**src/rtl/jam_cost_arbiter_if.sv**
```systemverilog
// rtl/jam_cost_arbiter_if.sv - engine request/response and cost-table port bundle
interface jam_cost_arbiter_if #(
  parameter int NREQ  = 2,
  parameter int IDXW  = 3,
  parameter int COSTW = 7
);
  logic [NREQ-1:0]      req_valid;
  logic [NREQ*IDXW-1:0] req_w;
  logic [NREQ*IDXW-1:0] req_j;
  logic [NREQ-1:0]      req_last;
  logic [NREQ-1:0]      req_ready;
  logic [IDXW-1:0]      W;
  logic [IDXW-1:0]      J;
  logic [COSTW-1:0]     Cost;
  logic [NREQ-1:0]      rsp_valid;
  logic [COSTW-1:0]     rsp_cost;
  logic                 busy;

  // master = engines plus cost table; slave = the arbiter
  modport master (
    output req_valid, req_w, req_j, req_last, Cost,
    input  req_ready, W, J, rsp_valid, rsp_cost, busy
  );

  modport slave (
    input  req_valid, req_w, req_j, req_last, Cost,
    output req_ready, W, J, rsp_valid, rsp_cost, busy
  );
endinterface

```
**src/rtl/jam_cost_arbiter.sv**
```systemverilog
// rtl/jam_cost_arbiter.sv - round-robin cost-table port arbiter with burst lock
module jam_cost_arbiter #(
  parameter int NREQ  = 2,
  parameter int IDXW  = 3,
  parameter int COSTW = 7
) (
  input logic              CLK,
  input logic              RST,
  jam_cost_arbiter_if.slave bus
);
  localparam int PTRW = (NREQ > 1) ? $clog2(NREQ) : 1;

  typedef enum logic {IDLE, LOCKED} state_t;

  state_t          state_q, state_d;
  logic [PTRW-1:0] owner_q, owner_d;
  logic [PTRW-1:0] ptr_q, ptr_d;

  logic [NREQ-1:0] grant;
  logic            accept;
  logic [PTRW-1:0] sel;
  logic            sel_last;
  logic            found;
  logic [PTRW-1:0] cand;

  logic [IDXW-1:0]  w_q, j_q;
  logic [PTRW-1:0]  tag_q;
  logic             iss_v_q;
  logic [NREQ-1:0]  rsp_valid_q;
  logic [COSTW-1:0] rsp_cost_q;

  // While locked only the owner can be granted; a dropped valid is just a bubble.
  always_comb begin
    grant = '0;
    sel   = '0;
    found = 1'b0;
    cand  = '0;
    if (state_q == LOCKED) begin
      sel          = owner_q;
      grant[sel]   = bus.req_valid[sel];
    end else begin
      for (int k = 1; k <= NREQ; k++) begin
        cand = PTRW'((int'(ptr_q) + k) % NREQ);
        if (!found && bus.req_valid[cand]) begin
          found       = 1'b1;
          sel         = cand;
          grant[cand] = 1'b1;
        end
      end
    end
  end

  assign accept        = |grant;
  assign sel_last      = bus.req_last[sel];
  assign bus.req_ready = grant;

  always_comb begin
    state_d = state_q;
    owner_d = owner_q;
    ptr_d   = ptr_q;
    case (state_q)
      IDLE: begin
        if (accept) begin
          if (sel_last) begin
            ptr_d = sel;
          end else begin
            state_d = LOCKED;
            owner_d = sel;
          end
        end
      end
      LOCKED: begin
        if (accept && sel_last) begin
          state_d = IDLE;
          ptr_d   = owner_q;
        end
      end
      default: state_d = IDLE;
    endcase
  end

  always_ff @(posedge CLK) begin
    if (RST) begin
      state_q <= IDLE;
      owner_q <= '0;
      ptr_q   <= PTRW'(NREQ - 1);
    end else begin
      state_q <= state_d;
      owner_q <= owner_d;
      ptr_q   <= ptr_d;
    end
  end

  // Two-stage issue/return pipeline; tag follows each read so its cost goes home.
  always_ff @(posedge CLK) begin
    if (RST) begin
      w_q         <= '0;
      j_q         <= '0;
      tag_q       <= '0;
      iss_v_q     <= 1'b0;
      rsp_valid_q <= '0;
      rsp_cost_q  <= '0;
    end else begin
      iss_v_q <= accept;
      if (accept) begin
        w_q   <= bus.req_w[int'(sel)*IDXW +: IDXW];
        j_q   <= bus.req_j[int'(sel)*IDXW +: IDXW];
        tag_q <= sel;
      end
      if (iss_v_q) begin
        rsp_valid_q <= {{(NREQ-1){1'b0}}, 1'b1} << tag_q;
        rsp_cost_q  <= bus.Cost;
      end else begin
        rsp_valid_q <= '0;
      end
    end
  end

  assign bus.W         = w_q;
  assign bus.J         = j_q;
  assign bus.rsp_valid = rsp_valid_q;
  assign bus.rsp_cost  = rsp_cost_q;
  assign bus.busy      = (state_q == LOCKED) | iss_v_q | (|rsp_valid_q);
endmodule
```
**src/flat_wrapper.sv**
```systemverilog
// flat-port wrapper written by rule: the top's interface ports become plain ports
module jam_cost_arbiter_flat 
#(
  parameter int NREQ  = 2,
  parameter int IDXW  = 3,
  parameter int COSTW = 7
)
  (CLK, RST, bus_req_valid, bus_req_w, bus_req_j, bus_req_last, bus_Cost, bus_req_ready, bus_W, bus_J, bus_rsp_valid, bus_rsp_cost, bus_busy);
  jam_cost_arbiter_if #(.NREQ(NREQ), .IDXW(IDXW), .COSTW(COSTW)) bus_i ();
  input logic CLK;
  input logic RST;
  input wire logic [$bits(bus_i.req_valid)-1:0] bus_req_valid;
  input wire logic [$bits(bus_i.req_w)-1:0] bus_req_w;
  input wire logic [$bits(bus_i.req_j)-1:0] bus_req_j;
  input wire logic [$bits(bus_i.req_last)-1:0] bus_req_last;
  input wire logic [$bits(bus_i.Cost)-1:0] bus_Cost;
  output wire logic [$bits(bus_i.req_ready)-1:0] bus_req_ready;
  output wire logic [$bits(bus_i.W)-1:0] bus_W;
  output wire logic [$bits(bus_i.J)-1:0] bus_J;
  output wire logic [$bits(bus_i.rsp_valid)-1:0] bus_rsp_valid;
  output wire logic [$bits(bus_i.rsp_cost)-1:0] bus_rsp_cost;
  output wire logic [$bits(bus_i.busy)-1:0] bus_busy;
  assign bus_i.req_valid = bus_req_valid;
  assign bus_i.req_w = bus_req_w;
  assign bus_i.req_j = bus_req_j;
  assign bus_i.req_last = bus_req_last;
  assign bus_i.Cost = bus_Cost;
  assign bus_req_ready = bus_i.req_ready;
  assign bus_W = bus_i.W;
  assign bus_J = bus_i.J;
  assign bus_rsp_valid = bus_i.rsp_valid;
  assign bus_rsp_cost = bus_i.rsp_cost;
  assign bus_busy = bus_i.busy;
  jam_cost_arbiter #(.NREQ(NREQ), .IDXW(IDXW), .COSTW(COSTW)) u_core (.CLK(CLK), .RST(RST), .bus(bus_i));
endmodule
```
**config.mk**
```make
export PLATFORM = sky130hd
export DESIGN_NAME = jam_cost_arbiter_flat
export DESIGN_NICKNAME = d
export VERILOG_FILES = /design/src/rtl/jam_cost_arbiter_if.sv /design/src/rtl/jam_cost_arbiter.sv /design/src/flat_wrapper.sv
export SDC_FILE = /design/constraint.sdc
export NUM_CORES = 1
export LEC_CHECK = 0
export CAP_MARGIN = 20
export CORE_MARGIN = 3
export CORE_UTILIZATION = 30
export CTS_BUF_LIST = sky130_fd_sc_hd__clkbuf_4 sky130_fd_sc_hd__clkbuf_8
export DETAILED_ROUTE_END_ITERATION = 7
export HOLD_SLACK_MARGIN = 0.03
export PLACE_DENSITY = 0.62
export SETUP_SLACK_MARGIN = 0.4
export SYNTH_ARGS = -nofsm -noshare
export SYNTH_HDL_FRONTEND = slang
export SYNTH_SLANG_ARGS = --single-unit
```
**constraint.sdc**
```tcl
create_clock -name CLK -period 2.76 [get_ports CLK]
set_input_delay 0.828 -clock CLK [delete_from_list [all_inputs] [get_ports CLK]]
set_output_delay 0.828 -clock CLK [all_outputs]
set_load 0.01 [all_outputs]
```
# Word level (Yosys, flattened, before mapping)
# Cells that the tools add are included.
[totals]
elab_cells = 74
reg_bits = 20
in_bits = 25
[op_classes]
n_mul = 1
mux = 31
n_eq_ne = 3
reduce_logical = 11
order_cmp = 7
shifts = 3
addsub = 2
bitwise = 7
[op_table]
columns = ["operator", "count"]
rows = [
  ["indexed part select 6 x 32 -> 3 bit", 2],
  ["two-way mux 1 bit", 22],
  ["< comparator 1 x 2 -> 1 bit, second input constant", 4],
  ["two-way mux 2 bit", 4],
  ["AND reduction 3 bit", 2],
  ["OR reduction 2 bit", 3],
  ["logical AND 1 bit", 5],
  ["!= test 2 x 1 -> 1 bit, second input constant", 2],
  ["one-hot mux 1 bit (2 select lines)", 2],
  ["demux 1 bit (select 1 bit)", 3],
  ["greater-or-equal comparator 1 bit, second input constant", 3],
  ["multiplier 1 x 2 -> 3 bit, second input constant", 1],
  ["NOT 1 bit", 3],
  ["adder 1 bit, second input constant", 2],
  ["bitwise AND 2 bit", 1],
  ["!= test 2 bit, second input constant", 1],
  ["OR 1 bit", 2],
  ["OR 2 bit", 1],
  ["left shift 1 x 1 -> 2 bit, first input constant", 1],
  ["logical NOT 1 bit", 1],
]

# Longest topological paths before layout
[logic_depth]
word_depth = 14
ltp_mapped = 6

# Worst setup path before layout
# Ideal clock, no wire load.
[synth_timing]
path_kind = "input to output"
startpoint = "in bus_req_valid[1]"
endpoint = "out bus_req_ready[0]"
path_stages = 3
slack_ps = 442
t_arrival_ps = 1490
cell_sequence = "nor2b_1 > a22oi_4 > and2_1"
[synth_via]
elab_chain_len = 8
elab_cells_between_ends = 16
classes_between = "12 x mux; 2 x bitwise; 2 x reduce/logical"
[synth_lines]
columns = ["element", "line", "text"]
rows = [
  ["start: declaration", "flat_wrapper.sv:12", "input wire logic [$bits(bus_i.req_valid)-1:0] bus_req_valid;"],
  ["two-way mux 1 bit (implied by the code) (2 in a row)", "jam_cost_arbiter.sv:44", "if (!found && bus.req_valid[cand]) begin"],
  ["two-way mux 1 bit", "jam_cost_arbiter.sv:44", ""],
  ["two-way mux 1 bit", "jam_cost_arbiter.sv:38", "if (state_q == LOCKED) begin"],
  ["logical NOT 1 bit", "jam_cost_arbiter.sv:44", ""],
  ["logical AND 1 bit", "jam_cost_arbiter.sv:44", ""],
  ["two-way mux 2 bit", "jam_cost_arbiter.sv:44", ""],
  ["two-way mux 2 bit *", "jam_cost_arbiter.sv:38", ""],
  ["end: declaration", "flat_wrapper.sv:17", "output wire logic [$bits(bus_i.req_ready)-1:0] bus_req_ready;"],
]
# Mark *: on every way between the ends. The rest lies on a longest branch, timed or not. The select of a mux whose other input is x is not followed.

==> impl_metrics.yaml <==
placed_design:
  io_buffers: 42
  hpwl_mm: 1.72
  routabilityCongestion: 0.701
die:
  start_util: 0.319
  core-area_sq_um: 2810
  rows: 19
  die_h_um: 60.6
  ios: 43
  dieArea_sq_um: 3680
  die_w_um: 60.6
routing:
  final_antenna_net_count: 0
  avgViaCountPerCell: 4.79
  drc: 0
  drt_pre_antenna_iters: 4
  wl_mm: 2.17
  post_drt_wl_per_cell_um: 12.8
  vias: 809
  drt_iter0_drc: 21
timing:
  slew_violations: 0
  period_share: 0.820
  setup_viol: 0
  max_freq_mhz: 442
  grt_setup_unrepaired: "false"
  min_period_ns: 2.26
  maxSlewHeadroom: 0.503
  skew_ns: 0.00266
  timing.hold.ws_ns: 0.456
  max_slew.worst_pin.slew_ns: 0.746
  hold_viol: 0
clock_network:
  cts_hold_buf: 0
  ctsLongestPathBuffers: 2
  cts_tree: "yes"
  htree_levels: 1
  root_buffer: "clkbuf_4"
  cts_buffers: 3
  clkSlewWorstSetupHoldPaths_ns: 0.11
  clk_latency_ns: 0.30
  cts.sinks: 20
worst_setup_path:
  cp-start-kind: "flip-flop"
  crit_fanout: 7
  timing.rr.start: "u_core.owner_q"
  crit_arrival_ns: 1.43
  cp_cell_sequence: "or4_1, clkdlybuf4s15_1"
  cp_data_required_time_ns: 1.93
  crit_path_end_kind: "primary output"
  rrSetupSlack_ns: 1.09
  crit_type: "reg -> out"
  slowest_delay_ns: 0.50
  critical-path-slowest-cell: "or4_1"
power_and_ir_drop:
  peakVddDrop_uv: 279
  power.density_nw_per_um2: 484
  p_leak_nw: 0.628
yosys:
  synthesis.nets: 112
  netlist_instances: 87
  ys_warn_count: 0
  synth-edff-count: 0
  yosysSeqAreaShare: 0.447
  synth.cell_area_sq_um: 896
  synth_top_area_share: 0.447
  synthArstFlopShare: 0
  syn_area_per_cell_sq_um: 10.3
  yosys.cell_types.count: 28
  synthTopCellsByArea: "dfxtp_1 (45%), mux2i_1 (16%), a211oi_2 (8.4%), nor2_1 (5.0%), nor2_2 (2.8%)"
  synthFlopType: "dfxtp_1"
  yosysTopAreaCell: "dfxtp_1"
  synth_seq_cells: 20
finish:
  n_fill_cell: 265
  syn_to_final_growth_pct: 61.3
  antenna_cells: 0
  mostFrequentLayoutCell: "clkdlybuf4s50_1"
  fin_util: 0.515
  final_nets: 164
  final_cell_mix: "clkdlybuf4s50_1 (37), dfxtp_1 (19), mux2i_1 (14), nor2_1 (12), buf_4 (11)"
  final_layout_size_suffix_gt1_frac: 0.254
grt:
  track_usage: 0.130
  met2_usage: 0.215
  grt-ovfl-total: 0
  grt_use_met3: 0.0553
  grt_pass1_wl_mm: 3.57
  grt_use_met1: 0.151
  grt_pass1_vias: 820
  antenna_found_initial: 0
  grt_max_degree: 13
  grt.busiest_layer: "met2"
run_status:
  outcome: "complete, no violations"
min_path:
  hp-start: "u_core.tag_q"
  hold_path.class: "reg -> reg"
run:
  drv_cap: 0
## logic make-up after synthesis
kind of cell	count (synthesis)	share of synthesized area
buf+inv	8	0.0433
simple gates	26	0.144
mux	14	0.156
flops	20	0.447
compound gates	19	0.210
## power by group
group	internal [W]	switching, W	total, W
clock	0.0000804	0.0000865	0.000167
combinational	0.000120	0.0000820	0.000202
sequential	0.000313	0.0000176	0.000330
total	0.000513	0.000186	0.000699
## flip-flops by register name, indices dropped and copies added, names as in the netlist, named ones only
signal                count
u_core.bus.J              3
u_core.bus.rsp_valid      2
u_core.iss_v_q            1
u_core.tag_q              1
u_core.bus.W              3
u_core.bus.rsp_cost       7
u_core.owner_q            1
u_core.ptr_q              1
## critical path: cells and delay by family, from the launching register on
kind,cells,cell delay [ns]
buffers and inverters,1,0.25
and+or+nand+nor,1,0.50
DFF,1,0.39
## routing by layer
layer  share of wire  wire length (um)
met1            0.42               912
met2            0.52              1130
met3           0.053               114
met4          0.0060                13
met5               0                 0
## timing repair
action,4_1_cts,5_1_grt
setup buffers,1,1
setup endpoints to repair,3,3
gates resized for setup,15,8
pin swaps,1,3
## cell type report
type	instances	area, sq um	share of cell area
repair buffers	53	489	0.339
multi-input cells	59	469	0.325
flip-flops and latches	20	404	0.280
well taps	31	38.8	0.0268
clock buffers	4	36.3	0.0251
inverters	2	7.51	0.00519
## final timing paths
| kind | depth (start not counted) | end |
|---|---|---|
| hold / removal | 1 | u_core.bus.rsp_valid[0] |
| setup / recovery | 2 | bus_busy |
| hold reg to reg | 1 | u_core.bus.rsp_valid[0] |
| setup reg to reg | 4 | u_core.bus.J[2] |
## Yosys cell counts, drive strengths merged, types with 2 or more instances
master	n
inv	2
buf	3
nand2	3
mux2i	14
dfxtp	20
clkbuf	3
a211oi	6
nor2	16
a21oi	4
## per-stage QoR
stage               total power [W]  instances  area, sq um  TNS, ns  setup WS [ns]
floorplan                  0.000431         87          896        0          0.442
global placement           0.000534        163         1390   -0.564         -0.316
detailed placement         0.000536        163         1390   -0.608         -0.357
CTS                        0.000708        168         1430        0          0.301
global route               0.000743        169         1450        0          0.416
finish                     0.000699        169         1450        0          0.497
(Power assumes the default switching activity.)
